==> src/rtl/reg_bank_pkg.sv <==
// reg_bank_pkg: shared RV32 register-file constants and types.
// Provides XLEN, REG_ADDR_W, NUM_REGS, reg_addr_t and xlen_t.
package reg_bank_pkg;

  localparam int XLEN       = 32;
  localparam int REG_ADDR_W = 5;
  localparam int NUM_REGS   = 32;

  typedef logic [REG_ADDR_W-1:0] reg_addr_t;
  typedef logic [XLEN-1:0]       xlen_t;

endpackage

==> src/rtl/reg_bank_rdport.sv <==
// reg_bank_rdport: one combinational register-file read port.
// Ports: i_rst, i_addr (read addr), i_stored (array word at i_addr),
//   i_we/i_wa/i_wd (write port, for bypass), o_rd (read data).
module reg_bank_rdport
  import reg_bank_pkg::*;
#(
  parameter int DATA_W   = XLEN,
  parameter int ADDR_W   = REG_ADDR_W,
  parameter int ZERO_REG = 1,
  parameter int BYPASS   = 0
) (
  input  logic              i_rst,
  input  logic [ADDR_W-1:0] i_addr,
  input  logic [DATA_W-1:0] i_stored,
  input  logic              i_we,
  input  logic [ADDR_W-1:0] i_wa,
  input  logic [DATA_W-1:0] i_wd,
  output logic [DATA_W-1:0] o_rd
);

  logic w_hit;
  logic w_zero;

  assign w_hit  = (BYPASS != 0) && i_we && !i_rst
                  && (i_wa == i_addr);
  assign w_zero = (ZERO_REG != 0) && (i_addr == '0);

  // Zero-register mask and reset override the bypass.
  always_comb begin
    o_rd = i_stored;
    if (w_hit)
      o_rd = i_wd;
    if (w_zero || i_rst)
      o_rd = '0;
  end

endmodule

==> src/rtl/reg_bank.sv <==
// reg_bank: 2-read / 1-write register file, async active-high reset.
// Ports: clk, rst, a1/a2 (read addrs), a3/wd3/we (write), rd1/rd2.
module reg_bank
  import reg_bank_pkg::*;
#(
  parameter int DATA_W   = XLEN,
  parameter int ADDR_W   = REG_ADDR_W,
  parameter int ZERO_REG = 1,
  parameter int BYPASS   = 0
) (
  input  logic              clk,
  input  logic              rst,
  input  logic [ADDR_W-1:0] a1,
  input  logic [ADDR_W-1:0] a2,
  input  logic [ADDR_W-1:0] a3,
  input  logic [DATA_W-1:0] wd3,
  input  logic              we,
  output logic [DATA_W-1:0] rd1,
  output logic [DATA_W-1:0] rd2
);

  localparam int DEPTH = 2**ADDR_W;

  logic [DATA_W-1:0] r_regs [DEPTH];
  logic              w_wen;

  // x0 is never written when it is hardwired.
  assign w_wen = we && !((ZERO_REG != 0) && (a3 == '0));

  always_ff @(posedge clk or posedge rst) begin
    if (rst) begin
      for (int i = 0; i < DEPTH; i++)
        r_regs[i] <= '0;
    end else if (w_wen) begin
      r_regs[a3] <= wd3;
    end
  end

  reg_bank_rdport #(
    .DATA_W   (DATA_W),
    .ADDR_W   (ADDR_W),
    .ZERO_REG (ZERO_REG),
    .BYPASS   (BYPASS)
  ) u_rd1 (
    .i_rst    (rst),
    .i_addr   (a1),
    .i_stored (r_regs[a1]),
    .i_we     (we),
    .i_wa     (a3),
    .i_wd     (wd3),
    .o_rd     (rd1)
  );

  reg_bank_rdport #(
    .DATA_W   (DATA_W),
    .ADDR_W   (ADDR_W),
    .ZERO_REG (ZERO_REG),
    .BYPASS   (BYPASS)
  ) u_rd2 (
    .i_rst    (rst),
    .i_addr   (a2),
    .i_stored (r_regs[a2]),
    .i_we     (we),
    .i_wa     (a3),
    .i_wd     (wd3),
    .o_rd     (rd2)
  );

endmodule

==> config.mk <==
export PLATFORM = sky130hd
export DESIGN_NAME = reg_bank
export DESIGN_NICKNAME = d
export VERILOG_FILES = /design/src/rtl/reg_bank_pkg.sv /design/src/rtl/reg_bank_rdport.sv /design/src/rtl/reg_bank.sv
export SDC_FILE = /design/constraint.sdc
export NUM_CORES = 2
export LEC_CHECK = 0
export BUFFER_PORTS_ARGS = -buffer_cell sky130_fd_sc_hd__buf_2
export CAP_MARGIN = 20
export CORE_MARGIN = 1
export CORE_UTILIZATION = 42
export DETAILED_ROUTE_END_ITERATION = 7
export PLACE_DENSITY = 0.69
export SLEW_MARGIN = 40
export SYNTH_ARGS = -nofsm -noshare
export SYNTH_HDL_FRONTEND = slang
export SYNTH_SLANG_ARGS = --single-unit
==> constraint.sdc <==
create_clock -name clk -period 35 [get_ports clk]
set_clock_uncertainty 0.15 [all_clocks]
set_input_delay 1.75 -clock clk [delete_from_list [all_inputs] [get_ports clk]]
set_output_delay 1.75 -clock clk [all_outputs]
set_load 0.03 [all_outputs]
# Word level (Yosys, flattened, before mapping)
# Index checks and enable logic that the tools add are counted.
[op_classes] bitwise=3 order_cmp=4 mux=11 n_reduce_logical=8
[ops] op="$bwmux W1024" count=1
[ops] op="$bmux W32 S5" count=2
[ops] op="$mux W32" count=7
[ops] op="$demux W32 S5" count=1
[ops] op="$ge A6 B6 Y1 const B" count=3
[ops] op="$not A5 Y6" count=3
[ops] op="$logic_not A5 Y1" count=3
[ops] op="$lt A6 B1 Y1 const B" count=1
[ops] op="$logic_and A1 B1 Y1" count=2
[ops] op="$logic_or A1 B1 Y1" count=2
[ops] op="$logic_not A1 Y1" count=1
[word_totals] in_bits=50 regBits=1024

# Longest topological paths before layout
[depth] word_depth=6 depth_mapped=8 mapped_depth_nobuf=4

# Cells and area by module
# Synthesis repeated with hierarchy kept, for this count alone.
[hier_totals] cells_unflattened=4752 area_unflattened_um2=56838.3
[modules_own_cells] module="reg_bank" n_inst=1 area_each_um2=55939.9 cells_per_inst=4602
[modules_own_cells] module="reg_bank_rdport" n_inst=2 area_each_um2=449.2 cells_per_inst=75

# Worst setup path before layout
# OpenSTA, ideal clock, no wires.
[synth_timing] path_type="input to output" start="input rst" end="output rd2[23]" required_ns=33.100 cell_stages=6 path_slack_ns=7.440 t_arrival_ns=25.660 path_cell_list="inv_1 and3_1 clkbuf_1 clkbuf_1 nand3_1 nand4_1"
[synth_via] elab_chain_len=2
[synth_lines] item="start, declared" line="reg_bank.sv:12" rtl="input logic rst,"
[synth_lines] item="$logic_or A1 B1 Y1" line="reg_bank_rdport.sv:33" rtl="if (w_zero || i_rst)"
[synth_lines] item="$mux W32" line="reg_bank_rdport.sv:33"
[synth_lines] item="end, declared" line="reg_bank.sv:19" rtl="output logic [DATA_W-1:0] rd2"
# No other way between the ends.

# Worst setup path after layout
[layout_timing] start="input a2[2]" end="output rd2[28]"
[layout_via] elab_chain_len=5
[layout_lines] item="start, declared" line="reg_bank.sv:14" rtl="input logic [ADDR_W-1:0] a2,"
[layout_lines] item="$not A5 Y6 (not written as such)" line="reg_bank.sv:62" rtl=".i_stored (r_regs[a2]),"
[layout_lines] item="$bmux W32 S5" line="reg_bank.sv:62"
[layout_lines] item="$mux W32 (not written as such) (2 in series)" line="reg_bank.sv:62"
[layout_lines] item="$mux W32 (*)" line="reg_bank_rdport.sv:33"
# Every way passes the cells marked *; elsewhere a longest branch is shown, timed or not. The select of a mux whose other input is x is not followed.

==> insert_results.sql <==
INSERT INTO impl_metrics (metric_group, metric, value, unit) VALUES
('sta', 'max_clock_freq', '0.128', 'GHz'),
('hold_path', 'hold_crit_path_type', 'register to register', ''),
('sta', 'final_max_slew_viol_count', '0', ''),
('grt', 'grt_pass1_wl', '264000', 'um'),
('routing', 'dr_wl_met2', '79500', 'um'),
('pwr', 'comb_power_share', '19.3', '%'),
('cts', 'cts_max_path_buffers', '3', ''),
('pwr', 'net-switching-power', '969', 'uW'),
('place', 'gp_congestion', '0.823', ''),
('cts', 'ctsHtreeMaxLevel', '3', ''),
('final_layout', 'largestRegisters', 'r_regs: 1024 flops', ''),
('final_layout', 'area_delta_synth_final', '9.55', '%'),
('final_layout', 'fin_cells', '5764', ''),
('sta', 'rsz0062_at_grt', 'no', ''),
('worst_setup_path', 'crit_path_capture_type', 'output port', ''),
('logic_synthesis', 'synth_area_per_inst', '13.6', 'um^2'),
('final_layout', 'design_area', '0.0604', 'mm^2'),
('pwr', 'static_leakage', '27.1', 'nW'),
('pwr', 'power', '3.39', 'mW'),
('worst_setup_path', 'critPathLaunchType', 'input port', ''),
('sta', 'final_period_minus_worst_setup_slack', '7.81', 'ns'),
('sta', 'hold_violations', '0', ''),
('logic_synthesis', 'post_synth_instance_area', '0.0551', 'mm^2'),
('logic_synthesis', 'yosys.cell_types.count', '36', ''),
('final_layout', 'design.final.nets', '3986', ''),
('cts', 'cts_root_buf', 'sky130_fd_sc_hd__clkbuf_16', ''),
('floorplanning', 'floorplan.die_area', '0.133', 'mm^2'),
('cts', 'post_cts_resize_count', '0', ''),
('logic_synthesis', 'ys.warnings.count', '0', ''),
('place', 'preCtsSetupSlack', '27.12', 'ns'),
('pwr', 'power.clock.fraction', '34.2', '%'),
('worst_setup_path', 'ws_path_type', 'input port to output port', ''),
('cts', 'cts.sinks', '1024', ''),
('floorplanning', 'fp.coreArea', '0.130', 'mm^2'),
('sta', 'fin_ws', '27.19', 'ns'),
('cts', 'post_cts_buffers', '0', ''),
('outcome', 'status', 'finished clean', ''),
('routing', 'maxUsedRoutingLayer', 'met5', ''),
('grt', 'grt_start_max_net_pins', '111', ''),
('routing', 'met3_routed_wirelength', '17100', 'um'),
('place', 'placed_cells', '5563', ''),
('floorplanning', 'dieHeight', '364', 'um'),
('pwr', 'swShare', '28.5', '%'),
('worst_setup_path', 'critPathRequiredTime', '33.10', 'ns'),
('place', 'placement.cell_area', '0.0567', 'mm^2'),
('logic_synthesis', 'ys_dominant_reg_cell', 'sky130_fd_sc_hd__dfrtp_1', ''),
('final_layout', 'largest_register_ffs', '1024', ''),
('cts', 'cts_tree', 'done', ''),
('sta', 'timing.final.setup_violations', '0', ''),
('logic_synthesis', 'synth_area_leader_cell', 'sky130_fd_sc_hd__dfrtp_1', ''),
('routing', 'wl_met1', '75000', 'um'),
('final_layout', 'end_of_flow_core_utilization', '46.5', '%'),
('routing', 'routed-via-count', '37400', ''),
('logic_synthesis', 'fraction_of_the_yosys_area_taken_by_sequential_cells', '46.5', '%'),
('grt', 'groute.usage.overall', '27.2', '%'),
('final_layout', 'fillCellCount', '11500', ''),
('sta', 'min_period_over_period', '22.3', '%'),
('final_layout', 'layout-drive-gt1-share', '40.1', '%'),
('logic_synthesis', 'mappedNetlistNets', '4103', ''),
('cts', 'cts.clk_slew.worst_paths', '0.06', 'ns'),
('worst_setup_path', 'cp_max_fo', '89', ''),
('grt', 'first_global_vias', '37800', ''),
('cts', 'clkLatencyLatePin', '0.72', 'ns'),
('job', 'cap_violations', '0', ''),
('floorplanning', 'floorplan.initialDensity', '42.5', '%'),
('logic_synthesis', 'synth-seq-cells', '1024', ''),
('cts', 'cts_inserted_buffers', '106', ''),
('pwr', 'pwr-share-seq', '46.5', '%'),
('pwr', 'cell_internal_pwr', '2.42', 'mW'),
('floorplanning', 'io-pin-count', '114', ''),
('sta', 'fin_worst_hold_slack', '0.243', 'ns');
## routing by layer
metal	global-route usage [%]	vias to the layer above
met4	12.8	22
met5	0	-
met3	6.93	466
li1	-	15200
met2	40.0	1879
met1	37.6	19900
## power by group through the flow
| stage | Combinational, mW | Sequential [mW] | Clock [mW] |
|---|---|---|---|
| finish | 0.654 | 1.58 | 1.16 |
| floorplan | 0.520 | 1.54 | 0 |
| detailed placement | 0.649 | 1.59 | 0 |
| global placement | 0.630 | 1.58 | 0 |
| global route | 0.702 | 1.61 | 1.22 |
| CTS | 0.652 | 1.57 | 1.17 |
## kinds of logic (layout without fill, tap and decap cells)
| kind of cell | count (synthesis) | after routing | synth area share, % |
|---|---|---|---|
| flip-flops | 1024 | 1024 | 46.5 |
| other | 0 | 3 | 0 |
| AND/OR/NAND/NOR | 374 | 374 | 3.80 |
| AO/OA/AOI/OAI | 407 | 407 | 5.26 |
| buffers and inverters | 446 | 412 | 4.58 |
| multiplexers | 1802 | 1802 | 39.9 |
## final timing paths
| kind | startpoint | to | slack (ns) | cells after the start |
|---|---|---|---|---|
| max reg2reg | r_regs[585]$_DFFE_PP0P_ | r_regs[585]$_DFFE_PP0P_ | 34.04 | 1 |
| max | a2[2] | rd2[28] | 27.19 | 9 |
| min reg2reg | r_regs[1005]$_DFFE_PP0P_ | r_regs[1005]$_DFFE_PP0P_ | 0.24 | 0 |
| min | r_regs[1005]$_DFFE_PP0P_ | r_regs[1005]$_DFFE_PP0P_ | 0.24 | 0 |
| max in group asynchronous | rst | r_regs[539]$_DFFE_PP0P_ | 30.96 | 5 |
| min in group asynchronous | rst | r_regs[508]$_DFFE_PP0P_ | 1.13 | 2 |
## area by class of cell
cell class	count	area, um^2	share of cell area (%)
diodes	3	7.51	0.0124
flip-flops and latches	1024	25600	42.4
multi-input cells	2583	27300	45.2
repair buffers	218	1730	2.87
clock buffers	161	3090	5.12
well taps	1742	2180	3.61
inverters	3	23.8	0.0394
clock inverters	30	418	0.692
## cell usage after synthesis, types with 63 or more instances
cell,n
sky130_fd_sc_hd__a21oi_1,75
sky130_fd_sc_hd__a22oi_1,310
sky130_fd_sc_hd__buf_2,120
sky130_fd_sc_hd__buf_6,63
sky130_fd_sc_hd__clkbuf_1,200
sky130_fd_sc_hd__dfrtp_1,1024
sky130_fd_sc_hd__mux2_2,951
sky130_fd_sc_hd__mux2i_1,596
sky130_fd_sc_hd__mux4_2,211
sky130_fd_sc_hd__nand2_1,69
sky130_fd_sc_hd__nand3_1,150
sky130_fd_sc_hd__nand4_1,65
## critical path, stage by stage
cell,delay [ns]
sky130_fd_sc_hd__buf_8,0.54
sky130_fd_sc_hd__buf_12,0.50
sky130_fd_sc_hd__buf_4,0.81
sky130_fd_sc_hd__nor2_4,0.07
sky130_fd_sc_hd__nor3b_4,0.53
sky130_fd_sc_hd__buf_4,0.52
sky130_fd_sc_hd__a22oi_1,0.15
sky130_fd_sc_hd__nand4_1,0.30
sky130_fd_sc_hd__buf_2,0.27
## cell usage in the layout, fill, tap and decap left out, types with 24 or more instances in the layout
master / synthesis / layout
sky130_fd_sc_hd__clkbuf_8: 0 / 26
sky130_fd_sc_hd__buf_4: 57 / 67
sky130_fd_sc_hd__mux4_2: 211 / 211
sky130_fd_sc_hd__mux2_2: 951 / 951
sky130_fd_sc_hd__a22oi_1: 310 / 310
sky130_fd_sc_hd__nand3_1: 150 / 150
sky130_fd_sc_hd__and3_1: 26 / 25
sky130_fd_sc_hd__dfrtp_1: 1024 / 1024
sky130_fd_sc_hd__a21oi_1: 75 / 75
sky130_fd_sc_hd__buf_2: 120 / 107
sky130_fd_sc_hd__clkbuf_1: 200 / 32
sky130_fd_sc_hd__mux2i_1: 596 / 596
sky130_fd_sc_hd__nand4_1: 65 / 65
sky130_fd_sc_hd__nor2_4: 16 / 24
sky130_fd_sc_hd__nand2_1: 69 / 54
sky130_fd_sc_hd__clkbuf_16: 0 / 106
sky130_fd_sc_hd__mux2_1: 41 / 41
Power figures use the tool's default switching activity.
